`src/rtl/wash_sequencer.sv`:
```
// Washing-machine program sequencer: walks a per-mode ROM of timed phases on the
// 1 s tick, drives valve/motor enables and publishes remaining-time counters.
module wash_sequencer #(
    parameter int FILL_T  = 3,
    parameter int WASH_T  = 9,
    parameter int DRAIN_T = 3,
    parameter int RINSE_T = 9,
    parameter int SPIN_T  = 3,
    parameter int ALARM_T = 10
) (
    input  logic       clk,
    input  logic       rst,
    input  logic       tick,
    input  logic       mode_next,
    input  logic       start_pause,
    output logic [2:0] mode,
    output logic [2:0] phase,
    output logic [5:0] total_left,
    output logic [4:0] phase_left,
    output logic       inlet,
    output logic       outlet,
    output logic       motor_wash,
    output logic       motor_rinse,
    output logic       motor_spin,
    output logic       running,
    output logic       alarm
);

    typedef enum logic [1:0] {S_IDLE, S_RUN, S_PAUSE, S_DONE} state_t;

    localparam logic [2:0] PH_NONE  = 3'd0;
    localparam logic [2:0] PH_FILL  = 3'd1;
    localparam logic [2:0] PH_WASH  = 3'd2;
    localparam logic [2:0] PH_DRAIN = 3'd3;
    localparam logic [2:0] PH_RINSE = 3'd4;
    localparam logic [2:0] PH_SPIN  = 3'd5;

    localparam int AW = $clog2(ALARM_T + 1);

    // Step list per mode, 8 slots each, indexed by {mode, step}; 0 is the end marker.
    // NOTE: this is a constant table, not a register file, so it needs no reset.
    localparam logic [2:0] STEP_ROM [64] = '{
        3'd1, 3'd2, 3'd3, 3'd1, 3'd4, 3'd3, 3'd5, 3'd0,  // 0 standard: W R S
        3'd1, 3'd2, 3'd0, 3'd0, 3'd0, 3'd0, 3'd0, 3'd0,  // 1 wash: W
        3'd1, 3'd2, 3'd3, 3'd1, 3'd4, 3'd0, 3'd0, 3'd0,  // 2 wash+rinse: W R
        3'd3, 3'd1, 3'd4, 3'd0, 3'd0, 3'd0, 3'd0, 3'd0,  // 3 rinse: R
        3'd3, 3'd1, 3'd4, 3'd3, 3'd5, 3'd0, 3'd0, 3'd0,  // 4 rinse+spin: R S
        3'd3, 3'd5, 3'd0, 3'd0, 3'd0, 3'd0, 3'd0, 3'd0,  // 5 spin: S
        3'd0, 3'd0, 3'd0, 3'd0, 3'd0, 3'd0, 3'd0, 3'd0,
        3'd0, 3'd0, 3'd0, 3'd0, 3'd0, 3'd0, 3'd0, 3'd0
    };

    function automatic logic [2:0] rom_phase(input logic [2:0] m, input logic [2:0] s);
        return STEP_ROM[{m, s}];
    endfunction

    function automatic logic [4:0] phase_len(input logic [2:0] p);
        case (p)
            PH_FILL:  return 5'(FILL_T);
            PH_WASH:  return 5'(WASH_T);
            PH_DRAIN: return 5'(DRAIN_T);
            PH_RINSE: return 5'(RINSE_T);
            PH_SPIN:  return 5'(SPIN_T);
            default:  return 5'd0;
        endcase
    endfunction

    function automatic logic [5:0] mode_total(input logic [2:0] m);
        logic [5:0] sum;
        sum = 6'd0;
        for (int s = 0; s < 8; s++) begin
            sum = sum + {1'b0, phase_len(rom_phase(m, 3'(s)))};
        end
        return sum;
    endfunction

    state_t         state_q, state_d;
    logic [2:0]     mode_d, step_q, step_d, phase_d, next_ph;
    logic [5:0]     total_d;
    logic [4:0]     plen_d;
    logic [AW-1:0]  acnt_q, acnt_d;
    logic           reload;

    // NOTE: sequential state uses non-blocking assignments so every register
    // samples the pre-edge value of the others.
    always_ff @(posedge clk or posedge rst) begin
        if (rst) begin
            state_q    <= S_IDLE;
            mode       <= 3'd0;
            step_q     <= 3'd0;
            phase      <= rom_phase(3'd0, 3'd0);
            phase_left <= phase_len(rom_phase(3'd0, 3'd0));
            total_left <= mode_total(3'd0);
            acnt_q     <= '0;
        end else begin
            state_q    <= state_d;
            mode       <= mode_d;
            step_q     <= step_d;
            phase      <= phase_d;
            phase_left <= plen_d;
            total_left <= total_d;
            acnt_q     <= acnt_d;
        end
    end

    // NOTE: every variable gets its hold value first so no path infers a latch.
    always_comb begin
        state_d = state_q;
        mode_d  = mode;
        step_d  = step_q;
        phase_d = phase;
        plen_d  = phase_left;
        total_d = total_left;
        acnt_d  = acnt_q;
        reload  = 1'b0;
        next_ph = rom_phase(mode, step_q + 3'd1);

        case (state_q)
            S_IDLE: begin
                if (mode_next) begin
                    mode_d = (mode == 3'd5) ? 3'd0 : mode + 3'd1;
                    reload = 1'b1;
                end
                if (start_pause) state_d = S_RUN;
            end
            S_RUN: begin
                // A simultaneous tick is dropped so the pause freezes the pre-tick counts.
                if (start_pause) begin
                    state_d = S_PAUSE;
                end else if (tick) begin
                    total_d = total_left - 6'd1;
                    if (phase_left == 5'd1) begin
                        step_d = step_q + 3'd1;
                        if (next_ph == PH_NONE) begin
                            state_d = S_DONE;
                            phase_d = PH_NONE;
                            plen_d  = 5'd0;
                            total_d = 6'd0;
                            acnt_d  = '0;
                        end else begin
                            phase_d = next_ph;
                            plen_d  = phase_len(next_ph);
                        end
                    end else begin
                        plen_d = phase_left - 5'd1;
                    end
                end
            end
            S_PAUSE: begin
                if (start_pause) state_d = S_RUN;
            end
            S_DONE: begin
                if (start_pause) begin
                    state_d = S_IDLE;
                    reload  = 1'b1;
                end else if (tick) begin
                    if (acnt_q == AW'(ALARM_T - 1)) begin
                        state_d = S_IDLE;
                        reload  = 1'b1;
                    end else begin
                        acnt_d = acnt_q + 1'b1;
                    end
                end
            end
            default: state_d = S_IDLE;
        endcase

        if (reload) begin
            step_d  = 3'd0;
            phase_d = rom_phase(mode_d, 3'd0);
            plen_d  = phase_len(phase_d);
            total_d = mode_total(mode_d);
        end
    end

    assign running     = (state_q == S_RUN);
    assign alarm       = (state_q == S_DONE);
    assign inlet       = running && (phase == PH_FILL);
    assign motor_wash  = running && (phase == PH_WASH);
    assign motor_rinse = running && (phase == PH_RINSE);
    assign outlet      = running && (phase == PH_DRAIN || phase == PH_SPIN);
    assign motor_spin  = running && (phase == PH_SPIN);

endmodule

```
`config.mk`:
```
export PLATFORM = sky130hd
export DESIGN_NAME = wash_sequencer
export DESIGN_NICKNAME = d
export VERILOG_FILES = /design/src/rtl/wash_sequencer.sv
export SDC_FILE = /design/constraint.sdc
export NUM_CORES = 1
export LEC_CHECK = 0
export CAP_MARGIN = 20
export CORE_MARGIN = 2
export CORE_UTILIZATION = 40
export DETAILED_ROUTE_END_ITERATION = 10
export GPL_TIMING_DRIVEN = 0
export HOLD_SLACK_MARGIN = 0.05
export PLACE_DENSITY = 0.69
export SYNTH_ARGS = -nofsm -noshare
export SYNTH_HDL_FRONTEND = slang
export SYNTH_SLANG_ARGS = --single-unit
```
`constraint.sdc`:
```
create_clock -name clk -period 5 [get_ports clk]
set_clock_uncertainty 0.1 [all_clocks]
set_input_delay 1 -clock clk [delete_from_list [all_inputs] [get_ports clk]]
set_output_delay 1 -clock clk [all_outputs]
set_load 0.02 [all_outputs]
```
Word level (Yosys, flattened, before mapping). Memory sizes are Yosys's and may differ from the RTL's. Cells that the tools add are included.

Magnitude comparators: 9. Add/sub/neg operators: 12. Eq/ne operators: 70. Multiplexer cells: 83. Bitwise logic cells: 9. Reductions and logical operators: 35.

Operator list (count): 2-to-1 mux 3 bit (32); one-hot mux 4 bit (2 select lines) (10); 2-to-1 mux 5 bit (13); equality test 3 bit (second input constant) (21); greater-or-equal comparator 7 bit (second input constant) (9); inverter 6 -> 7 bit (9); equality test 3 x 2 -> 1 bit (second input constant) (20); adder 6 x 5 -> 6 bit (6); 2-to-1 mux 6 bit (6); 2-to-1 mux 4 bit (8); equality test 3 x 1 -> 1 bit (second input constant) (10); OR reduction 3 bit (9); OR reduction 2 bit (10); 2-to-1 mux 2 bit (8); inequality test 2 bit (second input constant) (5); inequality test 3 x 2 -> 1 bit (second input constant) (3); inequality test 2 x 1 -> 1 bit (second input constant) (4); AND reduction 8 bit (1); nonzero test 2 bit (4); adder 3 x 1 -> 3 bit (second input constant) (2); adder 5 x 5 -> 6 bit (1); inequality test 3 bit (second input constant) (2); one-hot mux 2 bit (3 select lines) (1); AND reduction 6 bit (1); other kinds (15) (23).

ROM bits: 1728. Logic and storage cells: 234. Memories kept: 9. Register bits: 26. Bits of input ports: 5. Output and inout port bits: 24.

Memory list: (no name shown) (words 64, width 3, read ports 1, clocked after memory_dff 0, wr ports 0, line 54) `return STEP_ROM[{m, s}];`; (no name shown) (words 64, width 3, read ports 1, clocked after memory_dff 0, wr ports 0, line 54); (no name shown) (words 64, width 3, read ports 1, clocked after memory_dff 0, wr ports 0, line 54); (no name shown) (words 64, width 3, read ports 1, clocked after memory_dff 0, wr ports 0, line 54); (no name shown) (words 64, width 3, read ports 1, clocked after memory_dff 0, wr ports 0, line 54); (no name shown) (words 64, width 3, read ports 1, clocked after memory_dff 0, wr ports 0, line 54); +3 memories.

Depth between registers and ports, before layout.
Word-level depth: 20. Depth in mapped cells: 15.

Least setup slack after synthesis. Ideal clock, no wire load.

Path type: input-to-reg. Start: in mode_next. End: reg total_left[4]. Required time: 4763 ps. Library setup time: 137 ps. Slack: 1601 ps. Stages: 13. Arrival: 3162 ps. Cells stage by stage: a21o_1 > nor2_1 > a41oi_1 > or2_2 > inv_1 > ha_1 > ha_1 > ha_1 > a21oi_1 > o21ai_0 > xnor2_1 > nor2_1 > a21oi_1.

Word-level cells in the longest chain between the ends: 18. Elaborated cells between the ends (all ways): 120.

Ends and longest elaborated chain: start: declaration (line 14) `input logic mode_next,`; 2-to-1 mux 3 bit (line 120) `if (mode_next) begin`; 2-to-1 mux 3 bit (line 118) `case (state_q)`; inverter 6 -> 7 bit (implied by the code) (line 54); memory (64 x 3 bit); 2-to-1 mux 3 bit (implied by the code) (2 in a row) (line 54); equality test 3 bit (tied with other cells); OR reduction 3 bit (no source line) / OR reduction 2 bit (equally long branches); one-hot mux 4 bit (2 select lines); 2-to-1 mux 5 bit (line 168) `if (reload) begin`; adder 5 x 5 -> 6 bit (line 72) `sum = sum + {1'b0, phase_len(rom_phase(m, 3'(s)))};`; adder 6 x 5 -> 6 bit (6 in a row) (line 72); 2-to-1 mux 6 bit (line 168); end signal: assignment (line 93) `total_left <= mode_total(3'd0);`; end signal: assignment (line 101) `total_left <= total_d;`; end: declaration (line 18) `output logic [5:0] total_left,`.

Several ways; a longest one is shown, not always the timed one. The select of a mux whose other input is x is not followed. A chain may end at the register's enable or synchronous reset.

Final worst setup path. Ends and elaborated chain as after synthesis.

==> metrics.md <==
| Metric | Value |
|---|---|
| Outcome | `completed` |
| Leakage power | `0.001184 µW` |
| Synth Instances | `261` |
| Peak supply drop | `0.4661 mV` |
| Main combinational cell family by area after synthesis | `simple AND/OR/NAND/NOR gates` |
| Sequential area share after synthesis | `29.73%` |
| Post-Synth XOR/XNOR Area | `3.964%` |
| Post-CTS setup buffers | `0` |
| Yosys cell types | `54` |
| Ys Warns | `0` |
| DP Worst Slack | `0.7701 ns` |
| Worst path slowest cell | `clkdlybuf4s50_1` |
| Inserted Clock Buffers | `3` |
| Root buffer cell | `clkbuf_8` |
| R2R depth | `14` |
| Multiplexer share of the synthesized area | `3.737%` |
| DRT iter0 DRCs | `104` |
| Routed wire length | `5177 µm` |
| Period utilization | `78.03%` |
| Routed vias | `1993` |
| Final Critical Period | `3.902 ns` |
| Post-synthesis simple-gate area fraction | `24.69%` |
| Die H | `78.33 µm` |
| Number of max-cap violations | `0` |
| Number of remaining DRC errors | `0` |
| Crit path kind | `primary input to flip-flop` |
| H-tree depth | `1` |
| Die area | `6135 µm²` |
| Slew HR | `53.31%` |
| FFs w/ async S/R, synth | `100.0%` |
| HP Class | `flip-flop to flip-flop` |
| Post-synth top area share | `23.78%` |
| Most used cell, CP | `ha_1` |
| Row count | `27` |
| Routability cong. | `0.8261` |
| Worst setup margin | `1.098 ns` |
| WP buf/inv | `2` |
| Area contributors post-synth | `dfrtp_1 (24%), ha_1 (11%), dfstp_2 (5.9%)` |
| Commonest non-fill, non-tap cell in the layout | `nor2_1` |
| Vias in the first global route | `1887` |
| Layout Utilization | `49.56%` |
| Core area | `5405 µm²` |
| Adder-Cell Fraction of Synth Area | `12.23%` |
| FF+latch count, synth | `26` |
| Nature of the critical path endpoint | `flip-flop` |
| Post-synth EDFFs | `0` |
| Final Hold Viols | `0` |
| Clock-pin transition on the worst setup and hold timing paths | `0.10 ns` |
| RSZ-0062 raised after global routing | `false` |
| Layout cells sized above 1 | `8.844%` |
| Initial Util | `40.88%` |
| Global-route wire length before repair | `8673 µm` |
| Top_reg_cell synth | `dfrtp_1` |
| Via density | `5.445` |
| Reg2Reg Launch Point | `state_q[1]` |
| Fmax | `0.2563 GHz` |
| Die W | `78.33 µm` |
| Last element of the critical path | `total_left[4]` |
| R2r endpoint | `total_left[4]` |
| Sink Count | `26` |
| Commonest non-fill, non-tap cells in the layout | `nor2_1 (31), clkdlybuf4s50_1 (28), inv_1 (21), nand2_1 (21), dfrtp_1 (21)` |
| Critical path depth in cells | `14` |
| Endpoints failing setup | `0` |
| Resized cells post-CTS | `0` |
| Cell Pwr Density | `709.1 nW/µm²` |
| GRT Resource Usage Total | `17.60%` |
| Least-Margin Pin Slew | `0.6977 ns` |
| Setup crit start | `mode_next` |
| Synth Area in Compound Gates | `19.82%` |
| Max Slew Vio Count | `0` |
| DR WL/cell | `14.14 µm` |
| Syn-to-layout area delta | `21.23%` |
| N_diodes | `0` |
| Crit path DAT | `3.96 ns` |
| Drt pass-1 iters | `4` |
| I/O pins | `29` |
| I/O Buffers | `28` |
| Top delay family on crit path | `compound AO/OA/AOI/OAI gates` |
| Crit-path cells | `clkdlybuf4s50_1 > a21o_1 > nor2_1 > a41oi_1 > or2_2 > inv_1 > ha_1 > ha_1 > ha_1 > a21oi_1 > o21ai_0 > xnor2_1 > nor2_1 > a21oi_1` |
| Mean Syn Cell Area | `8.466 µm²` |
| GRT overflow | `0` |
| Nets | `321` |
| R2r setup slk | `1.51 ns` |
| Clk buf depth | `2` |
| Post-route setup TNS | `0 ns` |
| Synthesized Nets | `287` |
| Antenna violations before repair | `0` |
| CP max FO | `5` |
| Syn Std Cell Area | `2210 µm²` |
| Critical path required time | `5.05 ns` |
| CP Launch Type | `primary input` |
| Total power draw | `1899 µW` |
| Largest net degree at the start of global routing | `27` |
| Slowest Stage Delay on Critical Path | `0.56 ns` |
| Post-synth top area cell | `dfrtp_1` |
| Final ANT Viol Nets | `0` |
| Hold-fix buffers, CTS | `0` |
| Post-DP HPWL | `3936 µm` |
| CTS tree | `done` |
| Skew-Pair Late Insertion Delay | `0.28 ns` |
==> how the worst min path moves through the flow <==
| stage | start | endpoint | slack, ns | depth (start not counted) |
|---|---|---|---|---|
| 2_1_floorplan | state_q[0] | state_q[0] | 0.42 | 1 |
| 3_5_place_dp | total_left[5] | total_left[5] | 0.43 | 2 |
| 6_report | total_left[5] | total_left[5] | 0.45 | 2 |
| 4_1_cts | total_left[5] | total_left[5] | 0.45 | 2 |
| 5_1_grt | total_left[5] | total_left[5] | 0.47 | 2 |
| 3_3_place_gp | total_left[5] | total_left[5] | 0.43 | 2 |
==> area by class of cell <==
type	instances	area [µm²]
inverters	22	82.58
repair buffers	29	307.8
flip-flops and latches	26	656.9
plain buffers	9	46.29
clock buffers	3	41.29
clock inverters	1	30.03
well taps	72	90.09
multi-input cells	204	1424
fillers	550	2726
==> cells in the mapped netlist (2+ instances only) <==
library cell  instances
or3_1                 4
xor2_1                5
inv_1                21
nor2_1               31
a221oi_1              3
and4b_1               2
dfstp_2               5
nand3b_1              2
a211oi_1              2
o22ai_1               3
o32ai_1               2
o21ai_0              10
mux2i_1               6
nor3_1               13
buf_2                 4
xnor2_1               5
nor4bb_1              2
and3_1                2
nand2_1              21
clkbuf_1              4
o2bb2ai_1             2
mux2_2                2
nand3_1              13
dfrtp_1              21
nand2b_1              7
a21oi_1              15
a21o_1                5
a41oi_1               4
ha_1                 20
==> state kept, by name (all words and copies together) (netlist names) <==
name        cells
acnt_q          4
mode            3
phase           3
phase_left      5
state_q         2
step_q          3
total_left      6
==> through the flow <==
stage | hold slack [ns] | cell area, µm² | instances
global placement | 0.4262 | 2580 | 361
detailed placement | 0.4336 | 2580 | 361
CTS | 0.4496 | 2651 | 365
global route | 0.4654 | 2679 | 366
floorplan | 0.4168 | 2210 | 261
finish | 0.4451 | 2679 | 366
==> worst min-delay path, cell delays in order, from the launching register on <==
cell     delay [ns]
dfstp_2        0.40
nand2_1        0.05
a41oi_1        0.09
==> report_power, final <==
part | switching [µW] | internal, µW
clock | 75.2 | 107
sequential | 107 | 306
combinational | 737 | 567
==> cells by family after synthesis <==
logic type | count (synthesis)
simple gates | 106
mux | 8
compound gates | 59
fa+ha+maj | 21
flops | 26
buf+inv | 31
xor+xnor | 10
==> layer usage <==
metal / track usage, % / up-vias / part of all wire, %
met5: 0 / - / 0
met4: 4.211 / 0 / 1.0
met3: 2.069 / 5 / 1.9
met2: 29.66 / 28 / 47
met1: 24.17 / 954 / 50
li1: - / 1006 / -
Power figures use the tool's default switching activity.
